===== src/rtl/priority_encoder_seq_if.sv =====
// Request/beat bus for the sequential priority encoder: word input side and indexed beat output side.
interface priority_encoder_seq_if #(
    parameter int unsigned N = 8
);
    localparam int unsigned W = $clog2(N);

    logic         in_valid;
    logic         in_ready;
    logic [N-1:0] in_data;
    logic         out_valid;
    logic         out_ready;
    logic [W-1:0] out_idx;
    logic         out_last;
    logic         out_zero;

    // Producer of request words and consumer of beats.
    modport master (
        output in_valid,
        output in_data,
        output out_ready,
        input  in_ready,
        input  out_valid,
        input  out_idx,
        input  out_last,
        input  out_zero
    );

    // The encoder itself.
    modport slave (
        input  in_valid,
        input  in_data,
        input  out_ready,
        output in_ready,
        output out_valid,
        output out_idx,
        output out_last,
        output out_zero
    );
endinterface


===== src/rtl/priority_encoder_seq.sv =====
// Sequential priority encoder: accepts an N-bit request word and emits one beat per set bit,
// LSB first, or a single zero-flagged beat for an all-zero word.
module priority_encoder_seq #(
    parameter int unsigned N = 8,
    localparam int unsigned W = $clog2(N)
) (
    input  logic                  clk,
    input  logic                  rst,
    priority_encoder_seq_if.slave bus
);

    typedef enum logic {
        IDLE = 1'b0,
        EMIT = 1'b1
    } state_t;

    state_t       state_q, state_d;
    logic [N-1:0] pend_q,  pend_d;
    logic         valid_q, valid_d;
    logic         ready_q, ready_d;
    logic [W-1:0] idx_q,   idx_d;
    logic         last_q,  last_d;
    logic         zero_q,  zero_d;

    // State, pending bits and all bus outputs are registered; reset wins over any handshake.
    always_ff @(posedge clk) begin
        if (rst) begin
            state_q <= IDLE;
            pend_q  <= '0;
            valid_q <= 1'b0;
            ready_q <= 1'b1;
            idx_q   <= '0;
            last_q  <= 1'b0;
            zero_q  <= 1'b0;
        end else begin
            state_q <= state_d;
            pend_q  <= pend_d;
            valid_q <= valid_d;
            ready_q <= ready_d;
            idx_q   <= idx_d;
            last_q  <= last_d;
            zero_q  <= zero_d;
        end
    end

    // Next state, pending update, and the beat description of the next pending word.
    always_comb begin
        state_d = state_q;
        pend_d  = pend_q;
        valid_d = 1'b0;
        ready_d = 1'b0;
        idx_d   = '0;
        last_d  = 1'b0;
        zero_d  = 1'b0;

        case (state_q)
            IDLE: begin
                if (bus.in_valid && ready_q) begin
                    pend_d  = bus.in_data;
                    state_d = EMIT;
                end
            end
            EMIT: begin
                if (bus.out_ready && valid_q) begin
                    // Clearing the lowest set bit retires exactly the index just reported.
                    pend_d = pend_q & (pend_q - N'(1));
                    if (last_q) begin
                        state_d = IDLE;
                    end
                end
            end
            default: state_d = IDLE;
        endcase

        if (state_d == EMIT) begin
            valid_d = 1'b1;
            zero_d  = (pend_d == '0);
            last_d  = ((pend_d & (pend_d - N'(1))) == '0);
            // Scan from the top so the lowest set bit is the last one written.
            for (int i = int'(N) - 1; i >= 0; i--) begin
                if (pend_d[i]) begin
                    idx_d = W'(i);
                end
            end
        end else begin
            ready_d = 1'b1;
        end
    end

    assign bus.in_ready  = ready_q;
    assign bus.out_valid = valid_q;
    assign bus.out_idx   = idx_q;
    assign bus.out_last  = last_q;
    assign bus.out_zero  = zero_q;

endmodule


===== src/flat_wrapper.sv =====
// flat-port wrapper written by rule: the top's interface ports become plain ports
module priority_encoder_seq_flat 
#(
    parameter int unsigned N = 8,
    localparam int unsigned W = $clog2(N)
)
  (clk, rst, bus_in_valid, bus_in_data, bus_out_ready, bus_in_ready, bus_out_valid, bus_out_idx, bus_out_last, bus_out_zero);
  priority_encoder_seq_if #(.N(N)) bus_i ();
  input  logic clk;
  input  logic rst;
  input wire logic [$bits(bus_i.in_valid)-1:0] bus_in_valid;
  input wire logic [$bits(bus_i.in_data)-1:0] bus_in_data;
  input wire logic [$bits(bus_i.out_ready)-1:0] bus_out_ready;
  output wire logic [$bits(bus_i.in_ready)-1:0] bus_in_ready;
  output wire logic [$bits(bus_i.out_valid)-1:0] bus_out_valid;
  output wire logic [$bits(bus_i.out_idx)-1:0] bus_out_idx;
  output wire logic [$bits(bus_i.out_last)-1:0] bus_out_last;
  output wire logic [$bits(bus_i.out_zero)-1:0] bus_out_zero;
  assign bus_i.in_valid = bus_in_valid;
  assign bus_i.in_data = bus_in_data;
  assign bus_i.out_ready = bus_out_ready;
  assign bus_in_ready = bus_i.in_ready;
  assign bus_out_valid = bus_i.out_valid;
  assign bus_out_idx = bus_i.out_idx;
  assign bus_out_last = bus_i.out_last;
  assign bus_out_zero = bus_i.out_zero;
  priority_encoder_seq #(.N(N)) u_core (.clk(clk), .rst(rst), .bus(bus_i));
endmodule

===== config.mk =====
export PLATFORM = sky130hd
export DESIGN_NAME = priority_encoder_seq_flat
export DESIGN_NICKNAME = d
export VERILOG_FILES = /design/src/rtl/priority_encoder_seq_if.sv /design/src/rtl/priority_encoder_seq.sv /design/src/flat_wrapper.sv
export SDC_FILE = /design/constraint.sdc
export NUM_CORES = 1
export LEC_CHECK = 0
export ABC_AREA = 1
export CAP_MARGIN = 10
export CORE_MARGIN = 8
export CORE_UTILIZATION = 50
export DETAILED_ROUTE_END_ITERATION = 8
export PLACE_DENSITY = 0.82
export SLEW_MARGIN = 20
export SYNTH_ARGS = -nofsm -noshare
export SYNTH_HDL_FRONTEND = slang
export SYNTH_SLANG_ARGS = --single-unit

===== constraint.sdc =====
create_clock -name clk -period 2.3 [get_ports clk]
set_clock_uncertainty 0.1 [all_clocks]
set_input_delay 0.46 -clock clk [delete_from_list [all_inputs] [get_ports clk]]
set_output_delay 0.46 -clock clk [all_outputs]
set_load 0.02 [all_outputs]

# After elaboration in Yosys (flattened, before gate mapping)
# Index checks and enable logic that the tools add are counted.
# Widths: inputs -> output; s select.
# op_classes
add_sub_neg	2
bitwise_logic	4
muxes	16
reduce_logical	8
# op_table
op	n
$and 8x8->8	2
$logic_not 8->1	2
$mux 8	2
$pmux 8 s2	1
$sub 8x1->8 const B	2
$mux 3	4
$mux 1	6
$reduce_or 6->1	1
$mux 2	2
$reduce_or 4->1	1
$reduce_or 3->1	1
$logic_and 1x1->1	2
$not 1->1	2
$pmux 1 s2	1
$reduce_or 2->1	1
# totals
out_inout_bits	7
input_bits	12
reg_bits	16
word_cells	39

# Depth between registers and ports, before layout
# Gate-level depths: netlist (run 1).
# logic_depth
word_depth	11
ltp_mapped	12
depth_no_buf	12

# Worst setup path after synthesis (run 1)
# OpenSTA, ideal clock, no wires.
# synth_timing
path_type	reg2reg
start	register u_core.state_q
end	register u_core.last_q (netlist: u_core.bus.out_last)
setup_ps	117
path_buffers	0
t_required_ps	2083
path_stages_with_launch	10
setup_slack_ps	752
synth_period_minus_slack_ps	1548
arrival_ps	1332
cell_sequence	dfxtp_1 inv_2 nand3_2 o21ai_0 nor2_1 inv_2 nand2_1 inv_1 a31oi_1 nor2_1
# synth_via
elab_chain_cells	5
word_cells_on_any_way	8
classes_between	add/sub (1); mux (2); bitwise (3); reduce/logical (2)
# synth_lines
element	line_no	text
from (decl)	priority_encoder_seq.sv:17	state_t state_q, state_d;
from (signal assigned)	priority_encoder_seq.sv:36	state_q <= state_d;
$not 1->1	priority_encoder_seq.sv:56	case (state_q)
$pmux 8 s2	priority_encoder_seq.sv:56	
$sub 8x1->8	priority_encoder_seq.sv:78	last_d = ((pend_d & (pend_d - N'(1))) == '0);
$and 8x8->8	priority_encoder_seq.sv:78	
$logic_not 8->1	priority_encoder_seq.sv:78	
to (signal assigned)	priority_encoder_seq.sv:41	last_q <= last_d;
to (decl)	priority_encoder_seq.sv:22	logic last_q, last_d;
# Several ways; a longest one is shown, not always the timed one.
# A chain may end at the register's enable or synchronous reset.

==> impl_results.md, run 1 <==
- Core area: 1470 sq um
- Detailed Place HPWL: 1510 um
- First-pass DRT Iterations: 4
- Commonest cells post-synth: 38 x nand2_1, 20 x nor2_1, 16 x inv_1
- Yosys cell types: 19
- Synth Area per Inst: 6.20 sq um
- Fin. Hold Viols: 0
- Pwr/cell area: 663 nW/um^2
- DRC errors left: 0
- H-tree depth: 1
- Sequential cell area fraction in the yosys report: 38.8%
- Antenna Nets Post-Route: 0
- Avg WL per Cell: 11.6 um
- Largest net degree at the start of global routing: 9
- # hold bufs at CTS: 0
- Final core occ: 68.3%
- Synthesis-to-finish area growth: 29.7%
- Netlist Area Pre-Place: 774 sq um
- CP Launch Type: flop
- CTS tree: yes
- CTS sink count: 15
- Kind of cell adding the most delay to the critical path: buffers and inverters
- Synth top area cells: dfxtp_1 39%, nand2_1 18%, nor2_1 9.7%
- Routability Congestion: 0.916
- Highest cell delay on the worst timing path: 660 ps
- Pleak: 0.490 nW
- Ys flop type: dfxtp_1
- # Post-CTS Setup Buffers: 0
- DR vias/cell: 5.03
- Relative slew margins: 73.1%
- Latest clock arrival within the worst-skew pair: 280 ps
- Peak supply drop: 0.452 mV
- Min cycle time layout: 1970 ps
- Mapped Cells: 125
- Vias in the first global route: 776
- Detailed Route Iter0 Violations: 43
- Status: complete, no violations
- WHS: 484 ps
- Die width: 55.4 um
- Fin nets: 160
- Initial antenna violation count: 0
- Final setup TNS: 0 ps
- Total Die Area: 3060 sq um
- Ports: 19
- Critical path class: reg -> out
- Ant diodes: 0
- CP Capture Type: output port
- Max Freq: 508 MHz
- Post-synth ARST share: 0%
- Maxcap violations: 0
- Unrepaired setup endpoints after global routing: false
- Syn nets: 137
- Fin crit share: 85.5%
- Synthesis-stage register bit count: 15
- Die Height: 55.4 um
- CP max FO: 6
- Yosys top cell area share: 38.8%
- Initial core utilization: 52.6%
- Row count: 14
- First-pass GRT wire length: 3260 um
- Warnings from Yosys: 0
- Number of synthesized flops with an enable pin: 0
- Max clock buf depth: 2
- Total GRT Usage: 12.5%
- Most frequent cell after synthesis: nand2_1
- Max Slew Vio Count: 0
- Post-CTS sizing: 0
- Total congestion overflow: 0
- Slew @ Worst Pin: 402 ps
- Port Buffers: 18
- Worst path slowest cell: clkdlybuf4s50_1
- CTS buffer count: 3
- CTS root buffer: clkbuf_4
- CP required: 1740 ps
- HP Class: reg -> reg
- Buf/Inv on CP: 1
- Layout cells sized above 1: 10.9%
- Reg clk slew, reported paths: 90 ps
- # setup viols final: 0
- Via count: 820
- CP Cell Sequence: clkdlybuf4s50_1
- Leading area contributor after synthesis: dfxtp_1
- Data arrival, critical path: 1410 ps
- Routed WL: 1890 um
## per-stage QoR
step	cells	setup slack (ps)	area [sq um]	power [mW]
finish	163	333	1000	0.666
global route	163	248	1000	0.712
CTS	163	331	1000	0.670
detailed placement	159	102	978	0.521
global placement	159	179	978	0.515
floorplan	125	752	774	0.447
## cells by family after synthesis
logic type	synth area share [%]
and+or+nand+nor	41.4
AOI/OAI and AO/OA	9.21
buffers and inverters	10.7
DFF	38.8
## worst reg2reg max path, cell delays in order, from the launching register on
cell and delay, ps:
dfxtp_1 390, inv_2 100, nand3_2 150, nand2_1 100, o21ai_0 80, nor2_1 200, inv_2 70, nand2_1 110
inv_1 80, a31oi_1 140, nor2_1 70
## power by group
part / leakage [nW] / switching [mW] / internal [mW]
sequential: 0.123 / 0.0163 / 0.283
combinational: 0.352 / 0.133 / 0.0865
clock: 0.0150 / 0.0799 / 0.0673
## registers in the layout, summed over array words and instances (netlist names)
name,flops
u_core.pend_q,8
u_core.bus.out_idx,3
u_core.bus.in_ready,1
u_core.bus.out_last,1
u_core.bus.out_zero,1
u_core.state_q,1
## layout by cell type (no fill, tap or decap)
cell             count
o22ai_1              1
o21ai_1              1
a21oi_1              7
nor3_1               2
o21ai_0              2
nand3_1              8
inv_1               16
clkbuf_1             1
dfxtp_1             15
o21ai_2              1
nor2_1              20
nand3_2              1
inv_2                5
nand4_1              1
clkbuf_4             3
clkdlybuf4s50_1     18
nor2_2               3
buf_4                1
nand2_2              1
a31oi_1              1
nand2_1             38
nor2_4               1
## layout make-up
cell class,count,area [sq um]
sequential,15,300
inverter,21,78.8
fill,141,467
tap,16,20.0
clock buffer,4,26.3
timing repair buffer,19,188
multi-input combinational,88,392
## per-layer routing
layer,up-vias,GRT usage (%),share of wire (%)
met3,2,4.11,7.5
li1,428,-,-
met2,29,20.7,49
met5,-,0,0
met1,361,13.9,43
met4,0,6.34,0.42
## final timing paths
kind                                  startpoint                   to  slack [ps]  depth (start not counted)
worst min-delay path            u_core.pend_q[7]     u_core.pend_q[7]         480                          4
worst min register to register  u_core.pend_q[7]     u_core.pend_q[7]         480                          4
worst max register to register    u_core.state_q  u_core.bus.out_last         630                         10
worst max-delay path              u_core.state_q        bus_out_valid         330                          1
Power figures use the tool's default switching activity.
==> run 2: changes to the inputs <==
--- a/config.mk
+++ b/config.mk
@@ -6,7 +6,7 @@
 export NUM_CORES = 1
 export LEC_CHECK = 0
 export ABC_AREA = 1
-export CAP_MARGIN = 10
+export CAP_MARGIN = 20
 export CORE_MARGIN = 8
 export CORE_UTILIZATION = 50
 export DETAILED_ROUTE_END_ITERATION = 8
==> results of run 2 <==
The final DEF is identical to that of run 1; final timing and power are the same.
==> run 3: changes to the inputs <==
--- a/config.mk
+++ b/config.mk
@@ -10,6 +10,7 @@
 export CORE_MARGIN = 8
 export CORE_UTILIZATION = 50
 export DETAILED_ROUTE_END_ITERATION = 8
+export GPL_TIMING_DRIVEN = 0
 export PLACE_DENSITY = 0.82
 export SLEW_MARGIN = 20
 export SYNTH_ARGS = -nofsm -noshare
==> run 3 against run 2 <==
Hold slack got worse by 55 ps. Utilization decreased by 0.85 points. Via count decreased by 2.0%.
==> impl_results.md, run 3 (synthesis results as in run 1) <==
- RR Endpoint: u_core.bus.out_last
- Vias in the first global route: 735 (-5.3%)
- Avg WL per Cell: 10.9 um (-6.4%)
- CTS buffer count: 3 (unchanged)
- Max Freq: 506 MHz (-0.40%)
- Min-Delay Path Depth: 2 (-2)
- # setup viols final: 0 (unchanged)
- Post-CTS sizing: 0 (unchanged)
- Min cycle time layout: 1970 ps (+7.96 ps)
- Biggest register: u_core.pend_q
- H-tree depth: 1 (unchanged)
- Peak supply drop: 0.437 mV (-3.2%)
- Final Power: 0.663 mW (-0.44%)
- Routed WL: 1760 um (-7.0%)
- Hold endpoint: u_core.pend_q[5]
- Kind of cell adding the most delay to the critical path: buffers and inverters
- Data arrival, critical path: 1410 ps (about the same)
- Fin nets: 159 (-0.63%)
- CTS sink count: 15 (unchanged)
- Max clock buf depth: 2 (unchanged)
- Fin. Hold Viols: 0 (unchanged)
- Grt peak-use layer: met2
- Pleak: 0.485 nW (-0.98%)
- Layout cells sized above 1: 11.0% (+0.075 points)
- Ant diodes: 0 (unchanged)
- Via count: 804 (-2.0%)
- R2R cell count: 10 (unchanged)
- Synthesis-to-finish area growth: 28.1%
- Routability Congestion: 0.871 (-4.9%)
- Antenna Nets Post-Route: 0 (unchanged)
- CTS root buffer: clkbuf_4
- Min-delay src: rst
- Total congestion overflow: 0 (unchanged)
- Global Route met2 Usage: 19.1% (-1.6 points)
- Max Slew Vio Count: 0 (unchanged)
- First-pass GRT wire length: 3060 um (-5.9%)
- Status: complete, no violations
- Total Die Area: 3060 sq um (unchanged)
- Highest cell delay on the worst timing path: 660 ps (about the same)
- Max reg flops: 8 (unchanged)
- Latest clock arrival within the worst-skew pair: 290 ps (about the same)
- Fin crit share: 85.9% (+0.35 points)
- Initial antenna violation count: 0 (unchanged)
- CP Capture Type: output port
- Reg-to-reg setup timing slack: 630 ps (about the same)
- Most frequent cells in the layout: 38 x nand2_1, 20 x nor2_1, 17 x clkdlybuf4s50_1
- Port Buffers: 17 (-1)
- Most common cell after layout, fill and taps aside: nand2_1
- R2R Path Start: u_core.state_q
- HP Class: in -> reg
- Pwr/cell area: 668 nW/um^2 (+0.82%)
- Die Height: 55.4 um (unchanged)
- CP Cell Sequence: clkdlybuf4s50_1
- # Post-CTS Setup Buffers: 0 (unchanged)
- Initial core utilization: 52.6% (unchanged)
- Final setup TNS: 0 ps (unchanged)
- CP max FO: 6 (unchanged)
- Slew @ Worst Pin: 395 ps (-7.64 ps)
- Total GRT Usage: 11.7% (-0.83 points)
- Final core occ: 67.4% (-0.85 points)
- CP required: 1740 ps (about the same)
- Relative slew margins: 73.7% (+0.61 points)
- Unrepaired setup endpoints after global routing: false
- Detailed Place HPWL: 1410 um (-6.6%)
- Die width: 55.4 um (unchanged)
- Largest net degree at the start of global routing: 10 (+1)
- Critical path class: reg -> out
- First-pass DRT Iterations: 4 (unchanged)
- Reg clk slew, reported paths: 100 ps (about the same)
- Placed Area: 965 sq um (-1.4%)
- Maxcap violations: 0 (unchanged)
- Buf/Inv on CP: 1 (unchanged)
- Detailed Route Iter0 Violations: 29 (-33%)
- Met1 usage: 13.3% (-0.65 points)
- DRC errors left: 0 (unchanged)
- M3 GR Usage: 4.11% (unchanged)
- Cell area after layout: 992 sq um (-1.2%)
- Worst path slowest cell: clkdlybuf4s50_1
- DR vias/cell: 4.96 (-1.3%)
- FILL cells: 138 (-2.1%)
- Row count: 14 (unchanged)
- Core area: 1470 sq um (unchanged)
- Ports: 19 (unchanged)
- CTS tree: yes
- Crit. Startpoint: u_core.state_q
- # hold bufs at CTS: 0 (unchanged)
- CP Launch Type: flop
## run 3: cell count changes in the layout (fill, tap and decap cells not counted)
cell / change
buf_4: -1
clkdlybuf4s50_1: -1
clkinv_2: +1
## run 3: final cells by class
| type | count | area (sq um) | area share, % |
|---|---|---|---|
| Buffer | 1 | 3.75 | 0.378 |
| Clock buffer | 3 | 22.5 | 2.27 |
| Clock inverter | 1 | 5.00 | 0.504 |
| Inverter | 21 | 78.8 | 7.94 |
| Multi-Input combinational cell | 88 | 392 | 39.5 |
| Sequential cell | 15 | 300 | 30.3 |
| Tap cell | 16 | 20.0 | 2.02 |
| Timing Repair Buffer | 17 | 170 | 17.2 |
## run 3: worst max-delay path by stage
stage                                to  slack, ps  depth (start not counted)
global placement    u_core.bus.out_last        100                         11
finish                    bus_out_valid        330                          1
detailed placement  u_core.bus.out_last        110                         11
global route              bus_out_valid        250                          1
floorplan           u_core.bus.out_last        750                          9
CTS                       bus_out_valid        330                          1
## run 3: where the power goes
group / internal [mW] / total, mW / switching (mW)
clock: 0.0647 / 0.152 / 0.0871
combinational: 0.0842 / 0.213 / 0.128
sequential: 0.283 / 0.299 / 0.0155
## run 3: stage by stage
stage | std cells | hold slack, ps | setup WS [ps]
finish | 162 | 429 | 325
global route | 162 | 474 | 245
CTS | 162 | 441 | 327
detailed placement | 158 | 464 | 109
global placement | 158 | 455 | 95.4
floorplan | 125 | 439 | 752
## run 3: routing by layer
metal  wire length [um]  vias up  part of all wire (%)
met5                  0        -                     0
met3                139        4                   7.9
met1                790      350                    45
li1                   -      429                     -
met2                799       21                    45
met4                 29        0                   1.6
==> patch (flow settings as in run 2) <==
`N` is set to 8 in 3 places; all go to 16.
--- a/src/rtl/priority_encoder_seq_if.sv
+++ b/src/rtl/priority_encoder_seq_if.sv
@@ -1,5 +1,5 @@
 // Request/beat bus for the sequential priority encoder: word input side and indexed beat output side.
 interface priority_encoder_seq_if #(
-    parameter int unsigned N = 8
+    parameter int unsigned N = 16
 );
     localparam int unsigned W = $clog2(N);
--- a/src/rtl/priority_encoder_seq.sv
+++ b/src/rtl/priority_encoder_seq.sv
@@ -2,5 +2,5 @@
 // LSB first, or a single zero-flagged beat for an all-zero word.
 module priority_encoder_seq #(
-    parameter int unsigned N = 8,
+    parameter int unsigned N = 16,
     localparam int unsigned W = $clog2(N)
 ) (
--- a/src/flat_wrapper.sv
+++ b/src/flat_wrapper.sv
@@ -2,5 +2,5 @@
 module priority_encoder_seq_flat 
 #(
-    parameter int unsigned N = 8,
+    parameter int unsigned N = 16,
     localparam int unsigned W = $clog2(N)
 )
Interface: changed (resized bus_in_data and bus_out_idx); port bits go from 19 to 28. No check against the original RTL was run, so the function may have changed too.
==> patch against run 2 <==
Sequential power is 57% higher. Sequential cell count is 9 higher. Global-route usage is 5.0 points higher. Area after synthesis is 100% higher. Routed wire length is 150% higher. Setup slack worse by 0.18 ns. Design area is 130% higher. Largest cell class unchanged. Combinational power grew to 2.8 times the old value. Critical path depth is 12 higher. Power is 96% higher.
==> patch: results (changes against run 2) <==
- Worst IR Drop VDD: 0.317 mV (-30%)
- Total wire length: 4650 um (+150%)
- Post-DP Area: 2140 um2 (+120%)
- Start point of the worst min-delay path: u_core.pend_q[15]$_SDFF_PP0_
- FILL cells: 201 (+43%)
- Critical path's largest stage delay: 0.40 ns (-0.26 ns)
- Worst flop-to-flop path startpoint: u_core.state_q$_SDFF_PP0_
- Pin count of the biggest net entering global routing: 16 (+7)
- Cell leakage power: 1.20 nW (+150%)
- Leading post-synthesis cells by instance count: sky130_fd_sc_hd__nand2_1 (49), sky130_fd_sc_hd__nor2_1 (42), sky130_fd_sc_hd__inv_1 (38)
- Cell depth of the worst hold path: 2 (-2)
- Capture point of the worst reg-to-reg path: u_core.bus.out_last$_SDFF_PP0_
- Status: finished, final reports clean
- Vias post-DR: 1830 (+120%)
- # port buffers: 27 (+9)
- Cell with the largest stage delay on the worst path: sky130_fd_sc_hd__dfxtp_4
- Reg clk slew, reported paths: 0.14 ns (+0.05 ns)
- GRT Util Overall: 17.5% (+5.0 points)
- Hold-critical path endpoint: u_core.pend_q[15]$_SDFF_PP0_
- Total area of multi-input combinational cells: 905 um2 (+130%)
- Max FO, Critical Path: 8 (+2)
- H-tree depth: 1 (unchanged)
- Post-route worst hold slack: 0.502 ns (+0.0180 ns)
- Via count of the first global-routing pass: 1731 (+120%)
- Global-route wire length before repair: 7290 um (+120%)
- Cell class contributing the biggest share of worst-path delay: simple AND/OR/NAND/NOR gates
- Count of non-filler cells in the finished layout: 354 (+120%)
- Buffer depth of the longest clock path: 2 (unchanged)
- First-pass iteration count of the detailed router: 6 (+2)
- Part of the Yosys area used for sequential elements: 30.8% (-8.0 points)
- Share of the synthesized area in the top cell type: 30.8% (-8.0 points)
- Worst Reg2Reg Path Length in Cells: 13 (+3)
- Gate count after technology mapping: 239 (+91%)
- Clock latency on the worst-skew pair: 0.31 ns (+0.03 ns)
- Share of layout cells above drive strength 1: 31.8% (+21 points)
- First DRT Iteration DRCs: 108 (+150%)
- Setup WS pre-CTS: -0.474 ns (-0.576 ns)
- Relative slew slack: 74.1% (+1.0 points)
- Synth area leaders: sky130_fd_sc_hd__dfxtp_1 (31%), sky130_fd_sc_hd__nand2_1 (12%), sky130_fd_sc_hd__nor2_1 (10%)
- Total of warnings raised by yosys: 0 (unchanged)
- Worst reg-to-reg setup slack: 0.15 ns (-0.48 ns)
- Critical Path AT: 2.32 ns (+0.91 ns)
- Flip-flop count of the largest register, all copies and words added: 16 (+8)
- Post-layout net count: 342 (+110%)
- Count of different cell masters after synthesis: 33 (+14)
- Final HPWL from detailed placement: 3450 um (+130%)
- GPL Wtd Cong: 0.912 (-0.50%)
- Net Count, Synth: 259 (+89%)
- HP Class: reg2reg
patch: cell count changes after synthesis, sizes merged, moves of 3 or more:
cell   delta
mux2i     +3
nand2    +17
nand3     +5
o21ai     +5
buf       +3
nand4     +3
nor2     +29
nor3      +3
dfxtp     +9
inv      +23
patch: metal layers:
layer / vias to the layer above / global-route usage (%) / share of wire (%)
li1: 908 / - / -
met1: 825 / 19.9 / 42
met2: 73 / 31.0 / 48
met3: 24 / 2.93 / 6.5
met4: 0 / 8.16 / 4.0
met5: - / 0 / 0
patch: logic make-up (layout without fill, tap and decap cells):
| logic type | after synthesis | in the layout | share of synthesized area (%) |
|---|---|---|---|
| flops | 24 | 24 | 30.8 |
| compound gates | 28 | 28 | 13.0 |
| buf+inv | 49 | 131 | 12.9 |
| simple gates | 135 | 135 | 41.4 |
| mux | 3 | 3 | 1.92 |
patch: what timing repair did:
item                       in CTS  in global routing
cloned                          0                  1
resized for setup               7                  8
pin swaps                      14                 13
hold buffers                    0                  0
setup endpoints to repair       4                  5
buffers inserted                8                  6
patch: area by class of cell:
class,instances,area share [%]
clock buffers,4,1.55
inverters,45,7.45
multi-input cells,166,38.8
flip-flops and latches,24,20.8
well taps,33,1.77
repair buffers,81,29.4
repair inverters,1,0.268
patch: power by group:
part / internal (W) / leakage, nW / switching (W)
clock network: 0.0000967 / 0.0210 / 0.000128
registers: 0.000446 / 0.198 / 0.0000235
logic: 0.000298 / 0.985 / 0.000316
total: 0.000841 / 1.20 / 0.000467
patch: worst reg2reg max path, delay by kind of cell, from the launching register on:
family	cells	cell delay, ns
AOI/OAI and AO/OA	1	0.09
muxes	1	0.22
DFF	1	0.40
buffers and inverters	4	0.47
and+or+nand+nor	7	0.81
patch: worst max-delay path by stage:
| stage | start | endpoint | slack [ns] | depth (start not counted) |
|---|---|---|---|---|
| finish | u_core.state_q$_SDFF_PP0_ | u_core.bus.out_last$_SDFF_PP0_ | 0.15 | 13 |
| global placement | bus_in_valid | u_core.bus.out_last$_SDFF_PP0_ | -0.48 | 17 |
| CTS | u_core.state_q$_SDFF_PP0_ | u_core.bus.out_last$_SDFF_PP0_ | 0.06 | 16 |
| floorplan | u_core.bus.in_ready$_SDFF_PP1_ | u_core.bus.out_last$_SDFF_PP0_ | 0.20 | 13 |
| detailed placement | bus_in_valid | u_core.bus.out_last$_SDFF_PP0_ | -0.47 | 17 |
| global route | u_core.pend_q[0]$_SDFF_PP0_ | u_core.bus.out_idx[2]$_SDFF_PP0_ | -0.08 | 13 |
